### src/rtl/multicycle_ctrl.sv
// multicycle_ctrl: control unit for a five-state multicycle MIPS-subset datapath.
//
// Sequences FETCH -> DECODE -> EXEC -> (MEM) -> (WB) for branch/jump, ALU,
// load and store instructions. All strobes are combinational from the
// current state and the latched instruction fields. Memory accesses
// stretch on mem_ready.
//
// Ports:
//   clk         rising-edge clock
//   rst         synchronous active-high reset; also forces every strobe low
//   opcode      IR[31:26] of the latched instruction
//   func        IR[5:0] of the latched instruction
//   zero        ALU equality flag, consulted in EXEC
//   mem_ready   memory handshake; access completes in the cycle it is high
//   PCWrite, IRWrite, MemRead, MemWrite, RegWrite   per-cycle datapath strobes
//   instr_done  one-cycle pulse in the retiring cycle
//   illegal     one-cycle pulse in EXEC for an unsupported encoding
//   state       current FSM state code
//   retire_cnt  retired-instruction count
//
// Build option:
//   MULTICYCLE_CTRL_RETIRE_CNT_EN  when defined, retire_cnt counts instr_done
//                                  pulses (wrapping); otherwise it is tied to 0
//                                  and no counter register is built.
//
// state  | meaning
// -------+------------------------------------------------------------
// FETCH  | read instruction memory; load IR and PC+4 when mem_ready
// DECODE | register read, no strobes
// EXEC   | ALU op / branch resolve / jump; picks MEM, WB or FETCH
// MEM    | data memory read (lw) or write (sw), held until mem_ready
// WB     | register file write, instruction retires
// 5..7   | unreachable; recover to FETCH

module multicycle_ctrl (
   input  logic        clk,
   input  logic        rst,
   input  logic [5:0]  opcode,
   input  logic [5:0]  func,
   input  logic        zero,
   input  logic        mem_ready,
   output logic        PCWrite,
   output logic        IRWrite,
   output logic        MemRead,
   output logic        MemWrite,
   output logic        RegWrite,
   output logic        instr_done,
   output logic        illegal,
   output logic [2:0]  state,
   output logic [31:0] retire_cnt
);

   typedef enum logic [2:0] {
      S_FETCH  = 3'd0,
      S_DECODE = 3'd1,
      S_EXEC   = 3'd2,
      S_MEM    = 3'd3,
      S_WB     = 3'd4
   } state_t;

   localparam logic [5:0] OP_RTYPE = 6'b000000;
   localparam logic [5:0] OP_J     = 6'b000010;
   localparam logic [5:0] OP_BEQ   = 6'b000100;
   localparam logic [5:0] OP_BNE   = 6'b000101;
   localparam logic [5:0] OP_SLTI  = 6'b001010;
   localparam logic [5:0] OP_ORI   = 6'b001101;
   localparam logic [5:0] OP_LUI   = 6'b001111;
   localparam logic [5:0] OP_LW    = 6'b100011;
   localparam logic [5:0] OP_SW    = 6'b101011;

   state_t state_q;
   state_t state_d;

   logic pc_write;
   logic ir_write;
   logic mem_read;
   logic mem_write;
   logic reg_write;
   logic done;
   logic illegal_op;
   logic rtype_ok;
   logic alu_class;

   always_comb begin
      rtype_ok = 1'b0;
      case (func)
         6'b100000, 6'b100010, 6'b100001, 6'b100011,
         6'b101010, 6'b000000, 6'b000010, 6'b000011: rtype_ok = 1'b1;
         default:                                    rtype_ok = 1'b0;
      endcase
   end

   always_comb begin
      alu_class = 1'b0;
      case (opcode)
         OP_ORI, OP_LUI, OP_SLTI: alu_class = 1'b1;
         OP_RTYPE:                alu_class = rtype_ok;
         default:                 alu_class = 1'b0;
      endcase
   end

   always_ff @(posedge clk) begin
      if (rst) begin
         state_q <= S_FETCH;
      end else begin
         state_q <= state_d;
      end
   end

   always_comb begin
      state_d    = S_FETCH;
      pc_write   = 1'b0;
      ir_write   = 1'b0;
      mem_read   = 1'b0;
      mem_write  = 1'b0;
      reg_write  = 1'b0;
      done       = 1'b0;
      illegal_op = 1'b0;

      case (state_q)
         S_FETCH: begin
            mem_read = 1'b1;
            if (mem_ready) begin
               ir_write = 1'b1;
               pc_write = 1'b1;
               state_d  = S_DECODE;
            end else begin
               state_d  = S_FETCH;
            end
         end

         S_DECODE: begin
            state_d = S_EXEC;
         end

         S_EXEC: begin
            case (opcode)
               OP_BEQ: begin
                  pc_write = zero;
                  done     = 1'b1;
               end
               OP_BNE: begin
                  pc_write = ~zero;
                  done     = 1'b1;
               end
               OP_J: begin
                  pc_write = 1'b1;
                  done     = 1'b1;
               end
               OP_LW, OP_SW: begin
                  state_d = S_MEM;
               end
               default: begin
                  if (alu_class) begin
                     state_d = S_WB;
                  end else begin
                     illegal_op = 1'b1;
                  end
               end
            endcase
         end

         S_MEM: begin
            if (opcode == OP_LW) begin
               mem_read = 1'b1;
               state_d  = mem_ready ? S_WB : S_MEM;
            end else if (opcode == OP_SW) begin
               mem_write = 1'b1;
               if (mem_ready) begin
                  done = 1'b1;
               end else begin
                  state_d = S_MEM;
               end
            end
         end

         S_WB: begin
            reg_write = 1'b1;
            done      = 1'b1;
         end

         default: begin
            state_d = S_FETCH;
         end
      endcase

      // Reset must also gate the strobes of the current cycle so an access
      // in flight never produces a partial write.
      if (rst) begin
         pc_write   = 1'b0;
         ir_write   = 1'b0;
         mem_read   = 1'b0;
         mem_write  = 1'b0;
         reg_write  = 1'b0;
         done       = 1'b0;
         illegal_op = 1'b0;
      end
   end

   assign PCWrite    = pc_write;
   assign IRWrite    = ir_write;
   assign MemRead    = mem_read;
   assign MemWrite   = mem_write;
   assign RegWrite   = reg_write;
   assign instr_done = done;
   assign illegal    = illegal_op;
   assign state      = state_q;

`ifdef MULTICYCLE_CTRL_RETIRE_CNT_EN
   logic [31:0] retire_cnt_q;

   always_ff @(posedge clk) begin
      if (rst) begin
         retire_cnt_q <= 32'd0;
      end else if (done) begin
         retire_cnt_q <= retire_cnt_q + 32'd1;
      end
   end

   assign retire_cnt = retire_cnt_q;
`else
   assign retire_cnt = 32'd0;
`endif

endmodule

### config.mk
export PLATFORM = sky130hd
export DESIGN_NAME = multicycle_ctrl
export DESIGN_NICKNAME = d
export VERILOG_FILES = /design/src/rtl/multicycle_ctrl.sv
export SDC_FILE = /design/constraint.sdc
export NUM_CORES = 1
export LEC_CHECK = 0
export ABC_AREA = 1
export BUFFER_PORTS_ARGS = -buffer_cell sky130_fd_sc_hd__clkbuf_2
export CORE_UTILIZATION = 34
export CTS_CLUSTER_SIZE = 28
export DETAILED_ROUTE_END_ITERATION = 8
export GPL_TIMING_DRIVEN = 0
export MAX_ROUTING_LAYER = met4
export PLACE_DENSITY_LB_ADDON = 0.08
export RECOVER_POWER = 50
export SYNTH_ARGS = -nofsm -noshare
export SYNTH_HDL_FRONTEND = slang
export SYNTH_SLANG_ARGS = --single-unit
### constraint.sdc
create_clock -name clk -period 0.85 [get_ports clk]
set_input_delay 0.085 -clock clk [delete_from_list [all_inputs] [get_ports clk]]
set_output_delay 0.085 -clock clk [all_outputs]
set_load 0.01 [all_outputs]
==> impl_results.rst, run 1 <==
.. list-table::
   :header-rows: 1

   * - Metric
     - Value
   * - Outcome
     - finished with violations
   * - Violated checks
     - setup timing
   * - Post-synth EDFFs
     - 0
   * - Part of the power in registers
     - 0.200
   * - Routed Wire Length
     - 1.42 mm
   * - Crit path buf inv count
     - 3
   * - Share of layout cells above drive strength 1
     - 0.497
   * - Area growth from synthesis to layout
     - 60.6%
   * - Cell family with the largest share of critical-path delay
     - flip-flops
   * - Reported max-cap violation count
     - 0
   * - Sw frac
     - 0.364
   * - Fin worst setup slack
     - -0.432 ns
   * - Number of cells produced by synthesis
     - 114
   * - Critical-path maximum fanout
     - 4
   * - P_int
     - 0.489 mW
   * - CTS tree
     - yes
   * - Die X
     - 46.2 µm
   * - Maximum clock skew at final layout
     - 0.00287 ns
   * - Max reg flops
     - 3
   * - Post-layout util
     - 0.597
   * - Count of pins over their slew limit
     - 0
   * - GRT Overall Usage
     - 0.140
   * - HPWL reported at the end of detailed placement
     - 1.18 mm
   * - Final standard cell count with taps included and fillers excluded
     - 202
   * - Clock buffer count from CTS
     - 3
   * - Leakage component of the power
     - 0.632 nW
   * - Number of distinct library cell variants in the gate-level netlist after synthesis
     - 19
   * - Register bit total from synthesis
     - 3
   * - Unrepaired setup endpoints after global routing
     - true
   * - Part of the cycle the worst path needs
     - 1.51
   * - Number of synthesis warnings
     - 0
   * - Std-Cell Rows
     - 15
   * - Placed cell count
     - 194
   * - Detailed-route via count
     - 776
   * - CTS Buffer Depth
     - 2
   * - Cell area after layout
     - 0.00106 mm²
   * - Worst Path Arrival
     - 1.20 ns
   * - Power share of the combinational group
     - 0.476
   * - Critical Path, Cell by Cell
     - inv_2 > nand2_4 > nor2_4 > nand3_2 > nand2_1 > inv_1 > a21oi_2 > buf_2
   * - Final Critical Period
     - 1.28 ns
   * - DRT antenna net count
     - 0
   * - Prevailing post-synth register cell
     - dfxtp_1
   * - Type of the most critical hold path
     - input pin to register
   * - Kind of critical path
     - register to output pin
   * - Placed instance area
     - 976 µm²
   * - Worst Min Path Start
     - mem_ready
   * - Number of I/O pins
     - 58
   * - Max transition margin
     - 0.640
   * - R2R Path Start
     - state[2]
   * - Final hold violation count
     - 0
   * - DR DRC count
     - 0
   * - Total Die Area
     - 0.00213 mm²
   * - Starting density of the core
     - 0.372
   * - First-pass GRT wire length
     - 2.12 mm
   * - Number of search-and-repair iterations in the first detailed-routing pass
     - 4
   * - Placer congestion estimate
     - 0.790
   * - Top area cells in the synthesized netlist
     - buf_4 36%, nand2_1 12%, dfxtp_1 9.1%
   * - Syn_area_per_cell
     - 5.82 µm²
   * - Clock Sink Count
     - 3
   * - Clock transition time at the flip-flop clock pins of the worst setup and hold paths
     - 0.04 ns
   * - Height of the chip
     - 46.2 µm
   * - Average wire per standard cell
     - 7.01 µm
   * - FFs w/ async S/R, synth
     - 0
   * - Number of global-route vias before repair
     - 601
   * - Via-per-instance ratio
     - 3.84
   * - Worst voltage drop across the vdd grid
     - 0.451 mV
   * - Number of design-rule violations left by the first detailed-router iteration
     - 7
   * - Actual transition at the worst max-transition pin
     - 0.539 ns
   * - Critical Path Max Stage Delay
     - 0.32 ns
   * - Final setup violation count
     - 11
   * - Overflow left after global routing
     - 0
   * - Kind of capture point of the worst setup path
     - output pin
   * - Clock latency of the later-clocked register in the worst-skew pair
     - 0.23 ns
   * - Data required time of the critical path
     - 0.76 ns
   * - Register area share after synthesis
     - 0.0906
   * - H-tree levels
     - 1
   * - Yosys top cell area share
     - 0.362
   * - Switching power of the nets
     - 0.280 mW
   * - Setup TNS
     - -3.08 ns
   * - Diode insertion count for antenna repair
     - 0
   * - Register-to-register setup slack
     - -0.11 ns
   * - Top achievable clock speed
     - 0.780 GHz
   * - Total power divided by cell area
     - 722 mW/mm²
   * - Clock tree root driver cell
     - clkbuf_4
   * - CP max-delay cell
     - dfxtp_2
   * - Cell taking the most area after synthesis
     - buf_4
   * - Number of buffer cells added on primary ports
     - 24
   * - Initial antenna violation count
     - 0
   * - Std-Cell Core Area
     - 0.00178 mm²
   * - Pin count of the biggest net entering global routing
     - 11
   * - Worst setup SP type
     - register
   * - Worst setup path start
     - state[2]
   * - Clk network pwr share
     - 0.324
   * - Total standard cell area after synthesis
     - 663 µm²
   * - Final layout net count
     - 194
-- cells by family (layout without fill, tap and decap cells) --
logic type | Yosys count | count (layout) | synth area share
and+or+nand+nor | 59 | 59 | 0.417
buffers and inverters | 45 | 77 | 0.436
AOI/OAI and AO/OA | 6 | 6 | 0.0509
DFF | 3 | 3 | 0.0906
other | 1 | 32 | 0.00565
-- timing repair --
action,4_1_cts,5_1_grt
hold buffers,0,0
buffers inserted,2,2
pin swaps,6,2
gates resized for setup,5,7
hold endpoints to repair,0,0
endpoints found under the setup margin,10,11
-- cells in the final DEF, fill, tap and decap left out, drive strengths merged --
cell | netlist | routed
nand4 | 5 | 5
nor2 | 19 | 19
nand2 | 22 | 22
nand3b | 1 | 1
clkbuf | 1 | 25
inv | 12 | 12
nor3 | 3 | 3
buf | 32 | 40
conb | 1 | 32
o21ai | 1 | 1
dfxtp | 3 | 3
a21oi | 5 | 5
nand3 | 9 | 9
-- synthesized netlist by cell type (2+ instances only) --
library cell,number
nand4_1,4
nand3_1,9
a21oi_1,4
buf_4,32
nor2_2,2
dfxtp_1,3
inv_2,2
inv_1,10
nand2_1,22
nor3_1,2
nor2_1,16
-- path summary, 6_finish.rpt --
kind	end	cells past startpoint
hold / removal	state[2]	3
setup reg to reg	state[2]	6
hold reg to reg	state[2]	3
setup / recovery	instr_done	8
-- area by class of cell --
cell class / instances / area (µm²)
Fill cell: 174 / 718
Multi-Input combinational cell: 97 / 489
Buffer: 33 / 244
Timing Repair Buffer: 28 / 160
Sequential cell: 3 / 68.8
Inverter: 12 / 45.0
Tap cell: 25 / 31.3
Clock buffer: 4 / 26.3
-- layer usage --
layer,up-vias,GRT usage,part of all wire
met2,42,0.256,0.50
met3,5,0.0235,0.092
li1,422,-,-
met5,-,-,0
met1,307,0.132,0.38
met4,0,0.0882,0.020
-- power by group through the flow --
stage	Clock (mW)	Sequential (mW)	Combinational, mW
after global routing	0.252	0.155	0.409
final	0.249	0.154	0.366
after CTS	0.248	0.154	0.357
after detailed placement	0	0.156	0.352
after global placement	0	0.156	0.350
after floorplan	0	0.157	0.273
-- per-stage QoR --
step           power, mW  hold slack (ns)  setup WS (ns)
3_5_place_dp       0.508            0.408         -0.287
2_1_floorplan      0.431            0.256         -0.171
4_1_cts            0.759            0.189         -0.432
6_report           0.768            0.168         -0.432
3_3_place_gp       0.505            0.408         -0.283
5_1_grt            0.815            0.189         -0.498
-- worst register-to-register path, stage by stage, from the launching register on --
cell and delay [ns]:
dfxtp_2 0.32, inv_2 0.07, nand2_4 0.06, nor2_4 0.12, buf_4 0.13, nand3_2 0.08, a21oi_2 0.12
No activity file was read; power rests on OpenSTA's default activity.
==> run 2, diff against run 1 <==
==> constraint.sdc (replaced) <==
create_clock -name clk -period 0.85 [get_ports clk]
set_input_delay 0.085 -clock clk [delete_from_list [all_inputs] [get_ports clk]]
set_output_delay 0.085 -clock clk [all_outputs]
set_load 0.02 [all_outputs]
==> run 2 against run 1 <==
The run still ends with setup timing left. Sequential cell count unchanged. Worst hold slack better by 0.0016 ns. Non-clock buffer count up 3. Sequential power about the same. Critical endpoint is now MemWrite. Largest power group unchanged.
==> impl_results.rst, run 2 (same netlist as run 1, synthesis figures left out) <==
.. list-table::
   :header-rows: 1

   * - Metric
     - Value
   * - Clock tree root driver cell
     - clkbuf_4
   * - Data required time of the critical path
     - 0.76 ns
   * - Via-per-instance ratio
     - 3.89
   * - Critical Path, Cell by Cell
     - inv_4 > nand2_4 > nor2_4 > buf_4 > nand2_2 > nor3_4 > clkbuf_8
   * - Cell family with the largest share of critical-path delay
     - buffers and inverters
   * - Commonest cells after routing, fill and taps aside
     - 40 x buf_4, 32 x conb_1, 19 x nand2_1, 14 x clkbuf_2, 12 x nor2_1
   * - Worst Path Arrival
     - 1.29 ns
   * - Clock Sink Count
     - 3
   * - Initial antenna violation count
     - 0
   * - Final Critical Period
     - 1.37 ns
   * - Count of pins over their slew limit
     - 0
   * - Number of I/O pins
     - 58
   * - Final hold violation count
     - 0
   * - Part of the cycle the worst path needs
     - 1.61
   * - Total power divided by cell area
     - 758 mW/mm²
   * - Worst voltage drop across the vdd grid
     - 0.584 mV
   * - CTS tree
     - yes
   * - Kind of critical path
     - register to output pin
   * - Die X
     - 46.2 µm
   * - Filler Cell Count
     - 156
   * - Final standard cell count with taps included and fillers excluded
     - 205
   * - Number of buffer cells added on primary ports
     - 24
   * - Post-layout util
     - 0.668
   * - Diode insertion count for antenna repair
     - 0
   * - Pin count of the biggest net entering global routing
     - 11
   * - Unrepaired setup endpoints after global routing
     - true
   * - First-pass GRT wire length
     - 2.51 mm
   * - Worst setup path start
     - state[2]
   * - Clock latency of the later-clocked register in the worst-skew pair
     - 0.24 ns
   * - Met2 wire length
     - 802 µm
   * - Area growth from synthesis to layout
     - 79.6%
   * - Total Die Area
     - 0.00213 mm²
   * - Violated checks
     - setup timing
   * - GRT Overall Usage
     - 0.160
   * - CTS Buffer Depth
     - 2
   * - Max reg flops
     - 3
   * - Worst hold endpoint
     - state[2]
   * - Routed Wire Length
     - 1.58 mm
   * - Total of hold buffers inserted after clock tree synthesis
     - 0
   * - Final setup violation count
     - 12
   * - Clock transition time at the flip-flop clock pins of the worst setup and hold paths
     - 0.04 ns
   * - Maximum clock skew at final layout
     - 0.000367 ns
   * - Height of the chip
     - 46.2 µm
   * - Outcome
     - finished with violations
   * - Detailed-route via count
     - 797
   * - End of the worst register-to-register path
     - state[2]
   * - Leakage component of the power
     - 0.669 nW
   * - CP max-delay cell
     - dfxtp_4
   * - Actual transition at the worst max-transition pin
     - 0.810 ns
   * - Max transition margin
     - 0.460
   * - Register-to-register setup slack
     - -0.32 ns
   * - Highest signal layer in the routed design
     - met4
   * - H-tree levels
     - 1
   * - Cell area after layout
     - 0.00119 mm²
   * - Number of cell instances on the worst register-to-register path
     - 8
   * - Worst slack at placement
     - -0.419 ns
   * - R2R Path Start
     - state[2]
   * - Hold Path Cell Cnt
     - 3
   * - Fin worst setup slack
     - -0.521 ns
   * - Placed instance area
     - 0.00103 mm²
   * - Critical-path maximum fanout
     - 4
   * - Final layout net count
     - 197
   * - DR DRC count
     - 0
   * - Overflow left after global routing
     - 0
   * - HPWL reported at the end of detailed placement
     - 1.27 mm
   * - Number of design-rule violations left by the first detailed-router iteration
     - 15
   * - Worst setup SP type
     - register
   * - Placer congestion estimate
     - 0.701
   * - Clock buffer count from CTS
     - 3
   * - Number of global-route vias before repair
     - 660
   * - Starting density of the core
     - 0.372
   * - Routed metal-1 wire length
     - 612 µm
   * - Std-Cell Rows
     - 15
   * - Type of the most critical hold path
     - input pin to register
   * - Met3 Routed Length
     - 154 µm
   * - Std-Cell Core Area
     - 0.00178 mm²
   * - Top achievable clock speed
     - 0.729 GHz
   * - Critical Path Max Stage Delay
     - 0.34 ns
   * - DRT antenna net count
     - 0
   * - Reported max-cap violation count
     - 0
   * - Kind of capture point of the worst setup path
     - output pin
   * - Average wire per standard cell
     - 7.72 µm
   * - Placed cell count
     - 194
   * - Number of search-and-repair iterations in the first detailed-routing pass
     - 4
   * - Crit path buf inv count
     - 3
   * - Worst Min Path Start
     - mem_ready
   * - Overall power after layout
     - 0.903 mW
   * - Most frequent standard cell in the layout excluding fill and tap cells
     - buf_4
   * - Share of layout cells above drive strength 1
     - 0.522
-- run 2: changes by cell type in the layout (fill, tap and decap cells not counted), sizes merged --
cell / delta
buf: +4
clkbuf: -1
-- run 2: worst max path at each step --
stage | to | slack, ns | depth (start not counted)
6_report | MemWrite | -0.52 | 7
5_1_grt | MemWrite | -0.59 | 7
4_1_cts | instr_done | -0.53 | 8
3_5_place_dp | instr_done | -0.42 | 7
3_3_place_gp | illegal | -0.38 | 4
2_1_floorplan | instr_done | -0.22 | 7
-- run 2: metrics by stage --
step                      TNS [ns]  hold WS (ns)
after global placement       -2.43         0.416
after CTS                    -4.00         0.157
after floorplan              -1.34         0.254
final                        -3.96         0.170
after detailed placement     -2.56         0.398
after global routing         -4.63         0.189
-- run 2: worst reg2reg max path, delay by kind of cell, from the launching register on --
| kind | cells | cell delay, ns |
|---|---|---|
| simple gates | 3 | 0.28 |
| buf+inv | 4 | 0.36 |
| compound gates | 1 | 0.12 |
| flops | 1 | 0.34 |
-- run 2: repair_timing --
action,in CTS,in global routing
setup endpoints to repair,12,13
buffers inserted,6,1
gates cloned,0,0
pin swaps,5,0
resized for setup,15,13
-- run 2: layout make-up --
class                   instances  area, µm²  share of cell area
plain buffers                  33        244               0.205
clock buffers                   4       26.3              0.0221
inverters                      12       47.5              0.0399
multi-input cells              97        538               0.452
flip-flops and latches          3       71.3              0.0599
well taps                      25       31.3              0.0263
repair buffers                 31        233               0.195
-- run 2: power by group --
part	total (mW)	internal (mW)	switching, mW
clock network	0.263	0.177	0.0861
logic	0.489	0.200	0.289
registers	0.152	0.141	0.0103
total	0.903	0.518	0.386
-- run 2: metal layers --
layer | track usage | up-vias
met5 | - | -
met4 | 0.0353 | 0
met3 | 0.0392 | 2
met2 | 0.285 | 45
met1 | 0.179 | 323
li1 | - | 427
==> run 3, diff against run 2 <==
--- a/config.mk
+++ b/config.mk
@@ -7,12 +7,13 @@
 export LEC_CHECK = 0
 export ABC_AREA = 1
 export BUFFER_PORTS_ARGS = -buffer_cell sky130_fd_sc_hd__clkbuf_2
+export CORE_ASPECT_RATIO = 0.8
 export CORE_UTILIZATION = 34
 export CTS_CLUSTER_SIZE = 28
 export DETAILED_ROUTE_END_ITERATION = 8
 export GPL_TIMING_DRIVEN = 0
 export MAX_ROUTING_LAYER = met4
-export PLACE_DENSITY_LB_ADDON = 0.08
+export PLACE_DENSITY = 0.76
 export RECOVER_POWER = 50
 export SYNTH_ARGS = -nofsm -noshare
 export SYNTH_HDL_FRONTEND = slang
==> run 3 against run 2 <==
The flow still finishes with violations (setup timing). Combinational power grew 4%. Clock power is essentially flat. Critical path depth shrank 1. Setup slack lost 0.039 ns. Final cell count shrank 2.9%. Worst hold slack gained 0.056 ns.
==> impl_results.rst, run 3 (same netlist as run 1, synthesis figures left out) <==
.. list-table::
   :header-rows: 1

   * - Metric
     - Value
   * - GRT Overall Usage
     - 0.160
   * - Register-to-register setup slack
     - -0.21 ns
   * - Placed cell count
     - 191
   * - Worst setup SP type
     - register
   * - DRT antenna net count
     - 0
   * - H-tree levels
     - 1
   * - Number of design-rule violations left by the first detailed-router iteration
     - 22
   * - Final hold violation count
     - 0
   * - Std-Cell Rows
     - 13
   * - Area growth from synthesis to layout
     - 78.9%
   * - Type of the most critical hold path
     - input pin to register
   * - Clock latency of the later-clocked register in the worst-skew pair
     - 0.24 ns
   * - Total Die Area
     - 0.00213 mm²
   * - Leakage component of the power
     - 0.656 nW
   * - Number of buffer cells added on primary ports
     - 24
   * - Max transition margin
     - 0.453
   * - Placer congestion estimate
     - 0.726
   * - Reported max-cap violation count
     - 0
   * - Total of hold buffers inserted after clock tree synthesis
     - 0
   * - Violated checks
     - setup timing
   * - Total power divided by cell area
     - 782 mW/mm²
   * - Share of layout cells above drive strength 1
     - 0.514
   * - Part of the cycle the worst path needs
     - 1.66
   * - Starting density of the core
     - 0.385
   * - Number of I/O pins
     - 58
   * - Unrepaired setup endpoints after global routing
     - true
   * - Worst Path Arrival
     - 1.33 ns
   * - CTS tree
     - yes
   * - Top achievable clock speed
     - 0.709 GHz
   * - Fin worst setup slack
     - -0.560 ns
   * - Kind of capture point of the worst setup path
     - output pin
   * - CTS Buffer Depth
     - 2
   * - Actual transition at the worst max-transition pin
     - 0.820 ns
   * - First-pass GRT wire length
     - 2.60 mm
   * - Count of pins over their slew limit
     - 0
   * - Critical-path maximum fanout
     - 4
   * - Number of global-route vias before repair
     - 663
   * - Cell area after layout
     - 0.00119 mm²
   * - Height of the chip
     - 41.5 µm
   * - Average wire per standard cell
     - 9.40 µm
   * - Final layout net count
     - 194
   * - Std-Cell Core Area
     - 0.00172 mm²
   * - Commonest cells after routing, fill and taps aside
     - 35 x buf_4, 32 x conb_1, 19 x nand2_1, 14 x clkbuf_2, 12 x nor2_1
   * - Detailed-route via count
     - 841
   * - HPWL reported at the end of detailed placement
     - 1.25 mm
   * - Placed instance area
     - 0.00102 mm²
   * - Final setup violation count
     - 13
   * - Diode insertion count for antenna repair
     - 0
   * - Pin count of the biggest net entering global routing
     - 11
   * - Clock tree root driver cell
     - clkbuf_4
   * - Initial antenna violation count
     - 0
   * - Maximum clock skew at final layout
     - 0.00598 ns
   * - Final standard cell count with taps included and fillers excluded
     - 199
   * - Routed Wire Length
     - 1.87 mm
   * - Clock Sink Count
     - 3
   * - DR DRC count
     - 0
   * - Max reg flops
     - 3
   * - Data required time of the critical path
     - 0.76 ns
   * - Final Critical Period
     - 1.41 ns
   * - Clock buffer count from CTS
     - 3
   * - Overflow left after global routing
     - 0
   * - Clock transition time at the flip-flop clock pins of the worst setup and hold paths
     - 0.04 ns
   * - Kind of critical path
     - register to output pin
   * - Via-per-instance ratio
     - 4.23
   * - Most frequent standard cell in the layout excluding fill and tap cells
     - buf_4
   * - Setup TNS
     - -4.18 ns
   * - Die X
     - 51.4 µm
   * - Outcome
     - finished with violations
   * - Worst voltage drop across the vdd grid
     - 0.459 mV
   * - Number of search-and-repair iterations in the first detailed-routing pass
     - 4
run 3: path summary, 6_finish.rpt:
check,start,to,cells after the start
worst max-delay path,state[0],instr_done,6
worst max register to register,state[2],state[0],6
worst min-delay path,mem_ready,state[2],3
worst min register to register,state[0],state[2],3
run 3: what timing repair did:
action	CTS	global route
hold endpoints to repair	0	0
endpoints found under the setup margin	12	13
setup buffers	3	1
pin swaps	4	2
gates resized for setup	18	17
run 3: where the power goes:
part,internal [mW],switching [mW],total (mW)
clock network,0.177,0.0881,0.265
registers,0.141,0.0129,0.154
logic,0.208,0.300,0.508
run 3: per-layer routing:
metal / global-route usage / up-vias / part of all wire
li1: - / 420 / -
met1: 0.150 / 347 / 0.36
met2: 0.312 / 66 / 0.50
met3: 0.0147 / 8 / 0.11
met4: 0.0811 / 0 / 0.024
met5: - / - / 0
run 3: through the flow:
stage	hold WS, ns	power [mW]	setup slack, ns	util
after CTS	0.190	0.889	-0.502	0.657
after detailed placement	0.415	0.600	-0.371	0.593
after global placement	0.415	0.595	-0.372	0.593
after global routing	0.234	0.970	-0.623	0.688
after floorplan	0.254	0.521	-0.221	-
final	0.226	0.928	-0.560	0.688
run 3: critical path, stage by stage (launching register included):
cell	delay, ns
dfxtp_4	0.37
nor2_2	0.20
nand2_1	0.14
nand2_2	0.08
inv_2	0.04
a21oi_4	0.12
buf_8	0.13
run 3: final cells by class:
type                    count  area [µm²]
inverters                  12        50.0
clock buffers               4        26.3
repair buffers             28         221
plain buffers              33         244
well taps                  22        27.5
multi-input cells          97         546
fillers                   137         538
flip-flops and latches      3        71.3
